==> src/rtl/req_gnt_responder.sv <==
// Grant-side responder: a sampled req yields a registered grant two cycles later
// held for a clamped MIN_LEN..MAX_LEN window. Optional assertions: REQ_GNT_SVA_EN.
module req_gnt_responder #(
    parameter int unsigned MIN_LEN = 3,
    parameter int unsigned MAX_LEN = 5,
    parameter int unsigned LEN_W   = 4,
    parameter int unsigned CNT_W   = 8
) (
    input  logic             clk,
    input  logic             rst_n,
    input  logic             req,
    input  logic [LEN_W-1:0] gnt_len,
    output logic             grant,
    output logic             busy,
    output logic             gnt_done,
    output logic [CNT_W-1:0] win_cnt
);

    typedef enum logic [1:0] {
        S_IDLE  = 2'd0,
        S_WAIT  = 2'd1,
        S_GRANT = 2'd2
    } state_e;

    state_e             state_q, state_d;
    logic               pending_q;
    logic [LEN_W-1:0]   len_d1_q;
    logic [LEN_W-1:0]   rem_q, rem_d;
    logic               grant_q, grant_d;
    logic               done_q, done_d;
    logic               busy_q, busy_d;
    logic [CNT_W-1:0]   cnt_q, cnt_d;
    logic [LEN_W-1:0]   len_c;

    // Clamp the requested window length into [MIN_LEN, MAX_LEN]
    always_comb begin
        if (gnt_len < LEN_W'(MIN_LEN)) begin
            len_c = LEN_W'(MIN_LEN);
        end else if (gnt_len > LEN_W'(MAX_LEN)) begin
            len_c = LEN_W'(MAX_LEN);
        end else begin
            len_c = gnt_len;
        end
    end

    // State and output registers
    always_ff @(posedge clk or negedge rst_n) begin
        if (!rst_n) begin
            state_q   <= S_IDLE;
            pending_q <= 1'b0;
            len_d1_q  <= '0;
            rem_q     <= '0;
            grant_q   <= 1'b0;
            done_q    <= 1'b0;
            busy_q    <= 1'b0;
            cnt_q     <= '0;
        end else begin
            state_q   <= state_d;
            pending_q <= req;
            len_d1_q  <= len_c;
            rem_q     <= rem_d;
            grant_q   <= grant_d;
            done_q    <= done_d;
            busy_q    <= busy_d;
            cnt_q     <= cnt_d;
        end
    end

    // Next-state and registered-output logic
    always_comb begin
        state_d = state_q;
        rem_d   = rem_q;
        grant_d = grant_q;
        done_d  = 1'b0;
        cnt_d   = cnt_q;

        unique case (state_q)
            S_IDLE: begin
                grant_d = 1'b0;
                if (req) begin
                    state_d = S_WAIT;
                end
            end
            S_WAIT: begin
                state_d = S_GRANT;
                grant_d = 1'b1;
                rem_d   = len_d1_q - LEN_W'(1);
                cnt_d   = cnt_q + CNT_W'(1);
            end
            S_GRANT: begin
                if (pending_q) begin
                    // A request landed during the window: restart the countdown
                    rem_d = len_d1_q - LEN_W'(1);
                end else if (rem_q != '0) begin
                    rem_d = rem_q - LEN_W'(1);
                end else begin
                    grant_d = 1'b0;
                    done_d  = 1'b1;
                    state_d = req ? S_WAIT : S_IDLE;
                end
            end
            default: begin
                state_d = S_IDLE;
                grant_d = 1'b0;
            end
        endcase

        busy_d = (state_d != S_IDLE);
    end

    assign grant    = grant_q;
    assign busy     = busy_q;
    assign gnt_done = done_q;
    assign win_cnt  = cnt_q;

`ifdef REQ_GNT_SVA_EN
    property p_req_to_grant;
        @(posedge clk) disable iff (!rst_n)
            req |=> ##1 grant[*MIN_LEN:MAX_LEN];
    endproperty

    property p_done_excl_grant;
        @(posedge clk) disable iff (!rst_n)
            gnt_done |-> !grant;
    endproperty

    property p_rose_needs_req;
        @(posedge clk) disable iff (!rst_n)
            $rose(grant) |-> $past(req, 2);
    endproperty

    a_req_to_grant: assert property (p_req_to_grant)
        else $error("req_gnt_responder: grant window violated at %0t", $time);
    a_done_excl_grant: assert property (p_done_excl_grant)
        else $error("req_gnt_responder: gnt_done with grant at %0t", $time);
    a_rose_needs_req: assert property (p_rose_needs_req)
        else $error("req_gnt_responder: grant rose without req at %0t", $time);

    c_extension: cover property (@(posedge clk) disable iff (!rst_n)
        state_q == S_GRANT && pending_q);
    c_grant_gap: cover property (@(posedge clk) disable iff (!rst_n)
        grant ##1 !grant ##1 grant);
`endif

endmodule
==> config.mk <==
export PLATFORM = sky130hd
export DESIGN_NAME = req_gnt_responder
export DESIGN_NICKNAME = d
export VERILOG_FILES = /design/src/rtl/req_gnt_responder.sv
export SDC_FILE = /design/constraint.sdc
export NUM_CORES = 1
export LEC_CHECK = 0
export CAP_MARGIN = 20
export CORE_MARGIN = 5
export CORE_UTILIZATION = 45
export DETAILED_ROUTE_END_ITERATION = 10
export PLACE_DENSITY_LB_ADDON = 0.12
export REMOVE_ABC_BUFFERS = 1
export SLEW_MARGIN = 30
export SYNTH_ARGS = -nofsm -noshare
export SYNTH_HDL_FRONTEND = slang
export SYNTH_SLANG_ARGS = --single-unit
==> constraint.sdc <==
create_clock -name clk -period 1.34 [get_ports clk]
set_input_delay 0.201 -clock clk [delete_from_list [all_inputs] [get_ports clk]]
set_output_delay 0.201 -clock clk [all_outputs]
set_load 0.02 [all_outputs]
==> reports/results.ini <==
[run_status]
status=complete, but fails checks
violated_checks=setup timing

[layout]
final_cell_count_no_fill=146
layout.cells.most_common=sky130_fd_sc_hd__dfrtp_1
area_growth_pct=38.2
nets=129
insertedDiodeCount=0
ratio_of_cells_with_drive_above_1_in_the_final_layout_pct=29.7
layout_common_cells=21 x sky130_fd_sc_hd__dfrtp_1, 13 x sky130_fd_sc_hd__buf_4, 11 x sky130_fd_sc_hd__dlygate4sd2_1
fillers=196

[clock_network]
cts.htree.levels=1
clock_tree_sinks=22
clock_latency_ns=0.30
post_cts_hold_buffer_count=0
clk_pin_slew_ns=0.12
cts.path.max_buffers=2
tritoncts_clock_tree=done
cts_made_buffers=3
clock_tree.root_cell=sky130_fd_sc_hd__clkbuf_4

[global_routing]
grt_antenna_before_repair=0
vias_in_the_first_global_route=724
gr_util_all_layers_pct=13.0
maximum_number_of_pins_on_one_net_before_global_route_repair=23
grt_pass1_wl_mm=3.13
grt-ovfl-total=0

[timing]
share_of_the_cycle_needed_by_the_critical_path_after_routing_pct=113
clock.fmax_ghz=0.660
fin_ws_ns=-0.175
layout_min_cycle_time_ns=1.51
finalSetupTns_ns=-0.645
skew_ns=0.000520
hold_viol_final=0
setup_viol=6
final-max-slew-violation-count=0
rsz0062_at_grt=yes
worst_hold_slack_ns=0.221

[placement]
dpl.hpwl_mm=1.35
place_ws_ns=-0.248
port_buffers=17
place.detailed.instances=139
finalWeightedCongestion=0.766

[die]
die_area_mm2=0.00322
core_area_mm2=0.00215
placementRows=17
ios=18
initial_utilization_pct=45.8
chipHeight_um=56.8
dieWidth_um=56.8

[pwr]
vdd_drop_max_uv=1360
powerDensity_mw_per_mm2=1980
total_power_mw=2.69
standby_leakage_power_nw=0.631

[critical_path]
critical_path_depth=6
worst-path-buf-inv=1
cpPeakStageDelay_ns=0.41
worstPathRequired_ns=1.56
setup.worst_path.class=reg2reg
startpoint_type=register
worst-endpoint-arrival_ns=1.74
length_in_cells_of_the_worst_reg_to_reg_path=6
master_of_the_slowest_instance_on_the_critical_path=sky130_fd_sc_hd__dfrtp_1
path_max_fanout=8
cp-end-kind=register
cpLargestDelayFamily=simple AND/OR/NAND/NOR gates
timing.critical_path.cells=inv_2, ha_4, nor4b_4, o21ai_4, and3_1, a311oi_2

[yosys]
synth-seq-cells=22
netlist-cell-type-count=28
post_synth_instance_area_um2=983
synth_cells=83
ys_warn_count=0
post_synthesis_sequential_area_ratio_pct=56.0
avgSynthCellArea_um2=11.8

[routing]
post_drt_wl_per_cell_um=12.5
remaining_number_of_nets_flagged_by_the_antenna_check_after_routing=0
dr_vias=718
drt_first_iter_violations=5
drt_first_pass_iters=4
routed_wirelength_mm=1.82
drc_errors=0
post_drt_via_cell_ratio=4.92

[hold_path]
hold_path_class=in2async

[job]
drv_cap=0

flip-flops by register name, summed over array words and instances, names as in the netlist:
register and count:
win_cnt 8, len_d1_q 4, rem_q 4, state_q 2, busy 1, gnt_done 1, grant 1, pending_q 1
per-stage QoR:
stage	cell area (µm²)	util (%)
3_3_place_gp	1270	59.2
5_1_grt	1360	63.2
6_report	1360	63.2
3_5_place_dp	1270	59.2
4_1_cts	1350	62.8
2_1_floorplan	983	-
kinds of logic after synthesis:
family | after synthesis | share of synthesized area (%)
AOI/OAI and AO/OA | 9 | 7.63
xor gates and xnor gates | 10 | 8.91
adders and majority gates | 3 | 3.82
buffers and inverters | 6 | 2.29
DFF | 22 | 56.0
muxes | 1 | 1.02
other | 1 | 0.381
and+or+nand+nor | 31 | 20.0
Yosys cell counts:
master	instances	area, µm²
sky130_fd_sc_hd__nor4b_4	1	23.8
sky130_fd_sc_hd__o21ai_0	3	15.0
sky130_fd_sc_hd__nor2b_1	1	6.26
sky130_fd_sc_hd__nor3b_1	2	15.0
sky130_fd_sc_hd__and3_1	2	12.5
sky130_fd_sc_hd__and4b_1	1	10.0
sky130_fd_sc_hd__mux2i_1	1	10.0
sky130_fd_sc_hd__xor2_1	2	17.5
sky130_fd_sc_hd__nand4_1	3	18.8
sky130_fd_sc_hd__xnor2_1	8	70.1
sky130_fd_sc_hd__a21oi_1	2	10.0
sky130_fd_sc_hd__o21ai_4	1	16.3
sky130_fd_sc_hd__dfrtp_1	22	551
sky130_fd_sc_hd__inv_1	6	22.5
sky130_fd_sc_hd__and2b_2	1	8.76
sky130_fd_sc_hd__nor2_1	3	11.3
sky130_fd_sc_hd__nand2b_1	3	18.8
sky130_fd_sc_hd__a311oi_2	1	15.0
sky130_fd_sc_hd__or2_2	1	6.26
sky130_fd_sc_hd__nand3_1	2	10.0
sky130_fd_sc_hd__conb_1	1	3.75
sky130_fd_sc_hd__o221a_2	1	11.3
sky130_fd_sc_hd__o31ai_1	1	7.51
sky130_fd_sc_hd__or4b_2	1	10.0
sky130_fd_sc_hd__ha_1	3	37.5
sky130_fd_sc_hd__nor4b_1	1	8.76
sky130_fd_sc_hd__nor3_1	2	10.0
sky130_fd_sc_hd__nand2_1	7	26.3
worst paths after layout:
kind                            start    endpoint  slack [ns]
min reg2reg                win_cnt[7]  win_cnt[7]        0.47
max reg2reg                  rem_q[0]    rem_q[0]       -0.17
max in group asynchronous       rst_n  state_q[1]        0.88
min in group clk                  req   pending_q        0.40
min                             rst_n  win_cnt[1]        0.22
max                          rem_q[0]    rem_q[0]       -0.17
area by class of cell:
class / instances / area (µm²) / area share (%)
Tap cell: 28 / 35.0 / 2.58
Sequential cell: 22 / 552 / 40.6
Multi-Input combinational cell: 55 / 448 / 33.0
Inverter: 6 / 22.5 / 1.66
Timing Repair Buffer: 31 / 265 / 19.5
Clock buffer: 4 / 36.3 / 2.67
per-layer routing:
metal / vias up / wire length [µm] / share of wire [%] / global-route usage [%]
li1: 355 / - / - / -
met1: 342 / 802 / 44 / 14.9
met2: 17 / 876 / 48 / 21.6
met3: 4 / 89 / 4.9 / 3.22
met4: 0 / 52 / 2.9 / 7.95
met5: - / 0 / 0 / 0
timing repair:
| action | CTS | global route |
|---|---|---|
| endpoints found under the hold margin | 0 | 0 |
| gates resized for setup | 21 | 3 |
| setup buffers | 3 | 0 |
| pin swaps | 2 | 1 |
| gates cloned | 0 | 0 |
| setup endpoints to repair | 19 | 9 |
report_power, final:
| group | switching [mW] | total [mW] | internal, mW |
|---|---|---|---|
| Sequential | 0.162 | 1.02 | 0.855 |
| Combinational | 0.630 | 1.32 | 0.686 |
| Clock | 0.194 | 0.360 | 0.166 |
| Total | 0.986 | 2.69 | 1.71 |
Power figures use the tool's default switching activity.
